===== config.mk =====
export PLATFORM = sky130hd
export DESIGN_NAME = piso_tx
export DESIGN_NICKNAME = d
export VERILOG_FILES = /design/src/rtl/piso_pkg.sv /design/src/rtl/piso_tx.sv
export SDC_FILE = /design/constraint.sdc
export NUM_CORES = 1
export LEC_CHECK = 0
export ABC_AREA = 1
export ABC_CLOCK_PERIOD_IN_PS = 1200
export CORE_AREA = 10 10 47 49
export DETAILED_ROUTE_END_ITERATION = 8
export DIE_AREA = 0 0 57 59
export PLACE_DENSITY_LB_ADDON = 0.25
export RECOVER_POWER = 25
export SYNTH_ARGS = -nofsm -noshare
export SYNTH_HDL_FRONTEND = slang
export SYNTH_SLANG_ARGS = --single-unit

===== constraint.sdc =====
create_clock -name i_clk -period 1.2 [get_ports i_clk]
set_clock_uncertainty 0.05 [all_clocks]
set_input_delay 0.3 -clock i_clk [delete_from_list [all_inputs] [get_ports i_clk]]
set_output_delay 0.3 -clock i_clk [all_outputs]
set_load 0.02 [all_outputs]

===== src/rtl/piso_pkg.sv =====
// Shared serializer/deserializer definitions: FSM state encoding common to both link ends.
package piso_pkg;

  localparam int unsigned STATE_W = 2;

  typedef enum logic [STATE_W-1:0] {
    IDLE  = 2'd0,
    SHIFT = 2'd1,
    DONE  = 2'd2
  } piso_state_e;

endpackage : piso_pkg


===== src/rtl/piso_tx.sv =====
// Parallel-in serial-out transmitter: captures an N-bit word and emits it one bit per
// enabled cycle, MSB or LSB first, followed by a one-cycle done pulse.
module piso_tx
  import piso_pkg::*;
#(
  parameter int unsigned N         = 4,
  parameter bit          MSB_FIRST = 1'b1
) (
  input  logic         i_clk,
  input  logic         i_rst,
  input  logic         i_valid,
  input  logic [N-1:0] i_parallel_in,
  input  logic         i_shift_en,
  output logic         o_ready,
  output logic         o_serial_out,
  output logic         o_serial_valid,
  output logic         o_done
);

  localparam int unsigned CW   = (N > 1) ? $clog2(N) : 1;
  localparam logic [CW-1:0] LAST = CW'(N - 1);

  piso_state_e  r_state, w_state_nxt;
  logic [N-1:0] r_sreg, w_sreg_nxt;
  logic [CW-1:0] r_cnt, w_cnt_nxt;

  logic r_ready, w_ready_nxt;
  logic r_serial_out, w_serial_out_nxt;
  logic r_serial_valid, w_serial_valid_nxt;
  logic r_done, w_done_nxt;

  // Bit currently sitting at the output end of the shift register.
  function automatic logic out_bit(input logic [N-1:0] s);
    return MSB_FIRST ? s[N-1] : s[0];
  endfunction

  function automatic logic [N-1:0] shift_toward_out(input logic [N-1:0] s);
    return MSB_FIRST ? {s[N-2:0], 1'b0} : {1'b0, s[N-1:1]};
  endfunction

  // Next-state and next-output decode; outputs are registered from the next state.
  always_comb begin
    w_state_nxt        = r_state;
    w_sreg_nxt         = r_sreg;
    w_cnt_nxt          = r_cnt;
    w_ready_nxt        = 1'b0;
    w_serial_out_nxt   = 1'b0;
    w_serial_valid_nxt = 1'b0;
    w_done_nxt         = 1'b0;

    unique case (r_state)
      IDLE: begin
        if (i_valid) begin
          w_sreg_nxt  = i_parallel_in;
          w_cnt_nxt   = '0;
          w_state_nxt = SHIFT;
        end
      end
      SHIFT: begin
        if (i_shift_en) begin
          w_sreg_nxt = shift_toward_out(r_sreg);
          w_cnt_nxt  = r_cnt + CW'(1);
          if (r_cnt == LAST) w_state_nxt = DONE;
        end
      end
      DONE:    w_state_nxt = IDLE;
      default: w_state_nxt = IDLE;
    endcase

    w_ready_nxt        = (w_state_nxt == IDLE);
    w_serial_valid_nxt = (w_state_nxt == SHIFT);
    w_done_nxt         = (w_state_nxt == DONE);
    w_serial_out_nxt   = w_serial_valid_nxt ? out_bit(w_sreg_nxt) : 1'b0;
  end

  always_ff @(posedge i_clk) begin
    if (i_rst) begin
      r_state        <= IDLE;
      r_sreg         <= '0;
      r_cnt          <= '0;
      r_ready        <= 1'b1;
      r_serial_out   <= 1'b0;
      r_serial_valid <= 1'b0;
      r_done         <= 1'b0;
    end else begin
      r_state        <= w_state_nxt;
      r_sreg         <= w_sreg_nxt;
      r_cnt          <= w_cnt_nxt;
      r_ready        <= w_ready_nxt;
      r_serial_out   <= w_serial_out_nxt;
      r_serial_valid <= w_serial_valid_nxt;
      r_done         <= w_done_nxt;
    end
  end

  assign o_ready        = r_ready;
  assign o_serial_out   = r_serial_out;
  assign o_serial_valid = r_serial_valid;
  assign o_done         = r_done;

endmodule : piso_tx

==> results.md <==
- The area of the die is 3363 um2.
- The number of cells produced by synthesis is 81.
- The TritonCTS clock tree is done.
- The worst flop-to-flop path startpoint is r_state[0].
- In this run the power spent charging and discharging nets is 238.8 uW.
- The startpoint type of the worst setup path is a register.
- STA puts the critical path data arrival time at 0.73 ns.
- The slew at the pin closest to its max-slew limit is 0.2318 ns.
- Setup violations remaining at the end of the flow were counted as 0.
- The minimum clock period is 1.077 ns.
- Synthesis inferred 12 register bits.
- The clock network fraction of total power is 27.4%.
- The total of max-cap violations is 0.
- The initial antenna violation count is 0.
- The remaining number of nets flagged by the antenna check after routing is 0.
- Routability-driven placement finished with a final weighted congestion of 0.7999.
- The number of levels the H-tree was split into is 1.
- The first detailed-routing pass took 4 iterations.
- The violation count after the first detailed-route iteration is 6.
- The final-report hold violation count was 0.
- The tree is rooted in a sky130_fd_sc_hd__clkbuf_4.
- The die is 57 um wide.
- The most numerous cell in the Yosys netlist is sky130_fd_sc_hd__nand2_1.
- For this design, the CTS-stage hold fixing added 0 buffers.
- Wires add up to 1.233 mm.
- The synthesis-to-finish area growth is 28.72%.
- The maximum buffer depth of the clock tree is 2.
- After routing the design area is 779.5 um2.
- The first-pass GRT wire length is 2.042 mm.
- Buffers placed on the I/O ports in this run total 11.
- The I/O pin total is 12.
- The type of element capturing the critical path is an output pin.
- The later-pin clock latency in the skew report is 0.27 ns.
- Summed over all layers, the global routing overflow is 0.
- Yosys printed 0 warnings.
- The share of Yosys cell area claimed by the top area cell type is 39.67%.
- The start-to-end type of the worst setup path is reg -> out.
- The largest total area in the synthesized netlist belongs to sky130_fd_sc_hd__dfxtp_1.
- For this run, design rule violations remaining after detail routing come to 0.
- The per-cell routed wire length is 10.82 um.
- After synthesis, the cell types taking the most area are sky130_fd_sc_hd__dfxtp_1, sky130_fd_sc_hd__nand2_1, sky130_fd_sc_hd__nand3_1.
- In this run, placement finished with an instance count of 111.
- Setup repair after global routing left no endpoint under its margin.
- The share of total power dissipated in sequential elements is 51.4%.
- Each instance of the synthesized netlist takes up on average 7.476 um2.
- The number of buffers added for setup after CTS is 0.
- The delay of the slowest cell on the worst path is 0.30 ns.
- Using the TritonRoute via totals, the vias-per-cell ratio works out to 4.588.
- For this design the ratio of total power to cell area is 1111 nW/um2.
- The number of nets in the layout is 109.
- The switching fraction of total power is 27.57%.
- The critical-path maximum fanout is 1.
- After legalization and detailed placement, the total HPWL measured 1.009 mm.
- The part of the total power dissipated in combinational logic is 21.2%.
- The final-layout worst hold slack is 0.3443 ns.
- In this run, CTS created clock tree buffers numbering 3.
- The antenna cell count is 0.
- Internal power comes to 627.6 uW.
- The maximum frequency from static timing analysis is 0.9283 GHz.
- The fraction of final layout cells with drive strength greater than 1 is 25.51%.
- The number of sinks handled by clock tree synthesis is 12.
- The core area is 1401 um2.
- The post-synthesis cell area is 605.6 um2.
- The clock transition at the registers of the reported paths is 0.06 ns.
- In the post-route analysis, the smallest setup slack over all paths is 0.1228 ns.
- The count of flip-flops with a built-in enable after synthesis is 0.
- The sum of negative setup slack is 0 ns.
- The path class of the tightest hold or removal check is in -> reg.
- The number of vias after detailed routing is 523.
- After the flow finishes, the layout carries non-filler instances totaling 114.
- In this run the tightest slew margin relative to its limit is 84.40%.
- Tracing the worst setup path back leads to its startpoint at o_done.
- Entering global routing, the biggest net connects 8 pins.
- The critical path's top delay family is flip-flops.
- The critical path goes through buf_2.
- The maximum resistive drop on vdd is 796.9 uV.
- The slowest stage of the critical path is the sky130_fd_sc_hd__dfxtp_1 cell.
- After synthesis, the share of flip-flops with an asynchronous set or reset is 0%.
- The number of global-route vias before repair was 481.
- The most used flip-flop cell after synthesis is sky130_fd_sc_hd__dfxtp_1.
- The flow ran to the end, and the final reports show no timing, DRC or antenna violations.
- The post-synth net total is 90.
- The final-report max-slew violation count is 0.
- The row count is 14.
- Summed over all cells, the static leakage comes to 0.0004072 uW.
- The initial cell density of the core is 43.21%.
- At the worst endpoint, the required time is 0.85 ns.
- After synthesis, the most frequently instantiated cells are sky130_fd_sc_hd__nand2_1, sky130_fd_sc_hd__nor2_1, sky130_fd_sc_hd__dfxtp_1.
- The launch point of the worst hold path is i_shift_en.
- At the placement stage, the worst setup path has a slack of -0.2845 ns.
- The number of distinct library cells after synthesis is 18.
- Sequential cells were found to cover 39.67% of the synthesized design area.
- Once placement finished, the instance area stood at 767.0 um2.
- In the global route stage, overall resource usage came out at 7.772%.
- The post-route fraction of the period consumed by the critical path is 89.77%.
- The die is 59 um tall.
- The worst path buffer plus inverter count is 1.
[area by class of cell]
class | count | area, um2
Multi-Input combinational cell | 55 | 300.3
Tap cell | 16 | 20.02
Timing Repair Buffer | 15 | 141.4
Fill cell | 143 | 621.8
Sequential cell | 12 | 241.5
Clock buffer | 3 | 22.52
Inverter | 13 | 53.80
[kinds of logic (layout without fill, tap and decap cells)]
| group | after synthesis | in the layout | synth area share (%) |
|---|---|---|---|
| and+or+nand+nor | 53 | 53 | 46.70 |
| buffers and inverters | 14 | 31 | 10.74 |
| adders and majority gates | 1 | 1 | 2.066 |
| DFF | 12 | 12 | 39.67 |
| AOI/OAI and AO/OA | 1 | 1 | 0.8257 |
[path summary, 6_finish.rpt]
| check | to | cells after the start | slack, ns |
|---|---|---|---|
| worst max-delay path | o_done | 1 | 0.12 |
| worst min-delay path | r_state[1] | 3 | 0.34 |
| worst max register to register | r_sreg[1] | 7 | 0.14 |
| worst min register to register | r_cnt[1] | 2 | 0.45 |
[power by group through the flow]
stage / clock [uW] / combinational [uW] / sequential [uW]
after floorplan: 0 / 117 / 454
after global placement: 0 / 190 / 454
after detailed placement: 0 / 192 / 454
after CTS: 249 / 190 / 446
after global routing: 265 / 209 / 449
final: 237 / 184 / 445
[cells in the final DEF, fill, tap and decap left out]
cell | netlist | layout
sky130_fd_sc_hd__buf_12 | 0 | 1
sky130_fd_sc_hd__buf_2 | 0 | 4
sky130_fd_sc_hd__buf_4 | 0 | 2
sky130_fd_sc_hd__buf_6 | 1 | 1
sky130_fd_sc_hd__clkbuf_4 | 0 | 3
sky130_fd_sc_hd__clkdlybuf4s50_1 | 0 | 5
sky130_fd_sc_hd__dfxtp_1 | 12 | 11
sky130_fd_sc_hd__dfxtp_2 | 0 | 1
sky130_fd_sc_hd__dlymetal6s2s_1 | 0 | 2
sky130_fd_sc_hd__ha_1 | 1 | 1
sky130_fd_sc_hd__inv_1 | 9 | 9
sky130_fd_sc_hd__inv_2 | 2 | 2
sky130_fd_sc_hd__inv_4 | 2 | 2
sky130_fd_sc_hd__nand2_1 | 16 | 16
sky130_fd_sc_hd__nand2_2 | 2 | 2
sky130_fd_sc_hd__nand2_4 | 3 | 3
sky130_fd_sc_hd__nand3_1 | 10 | 10
sky130_fd_sc_hd__nand3b_1 | 1 | 1
sky130_fd_sc_hd__nand4_1 | 2 | 2
sky130_fd_sc_hd__nor2_1 | 13 | 13
sky130_fd_sc_hd__nor2_2 | 1 | 1
sky130_fd_sc_hd__nor2_4 | 2 | 2
sky130_fd_sc_hd__nor3_4 | 1 | 1
sky130_fd_sc_hd__nor4_1 | 2 | 2
sky130_fd_sc_hd__o21ai_0 | 1 | 1
[registers in the layout, summed over array words and instances (netlist names)]
| register | cells |
|---|---|
| o_ready | 1 |
| o_serial_out | 1 |
| o_done | 1 |
| r_sreg | 4 |
| r_state | 2 |
| r_cnt | 2 |
| o_serial_valid | 1 |
[timing repair]
item	in CTS	in global routing
setup endpoints to repair	9	11
pin swaps	0	2
resized for setup	13	7
[through the flow]
stage                     utilization, %  total power, uW
after global routing               55.63            922.1
after floorplan                        -            570.6
final                              55.63            866.4
after detailed placement           54.73            646.0
after global placement             54.73            644.1
after CTS                          56.79            885.4
[layer usage]
layer | GRT usage [%] | part of all wire (%) | vias to the layer above
li1 | - | - | 289
met1 | 7.461 | 43 | 221
met2 | 12.87 | 47 | 8
met3 | 4.721 | 7.7 | 5
met4 | 4.027 | 2.2 | 0
met5 | 0 | 0 | -
No activity file was read; power rests on OpenSTA's default activity.
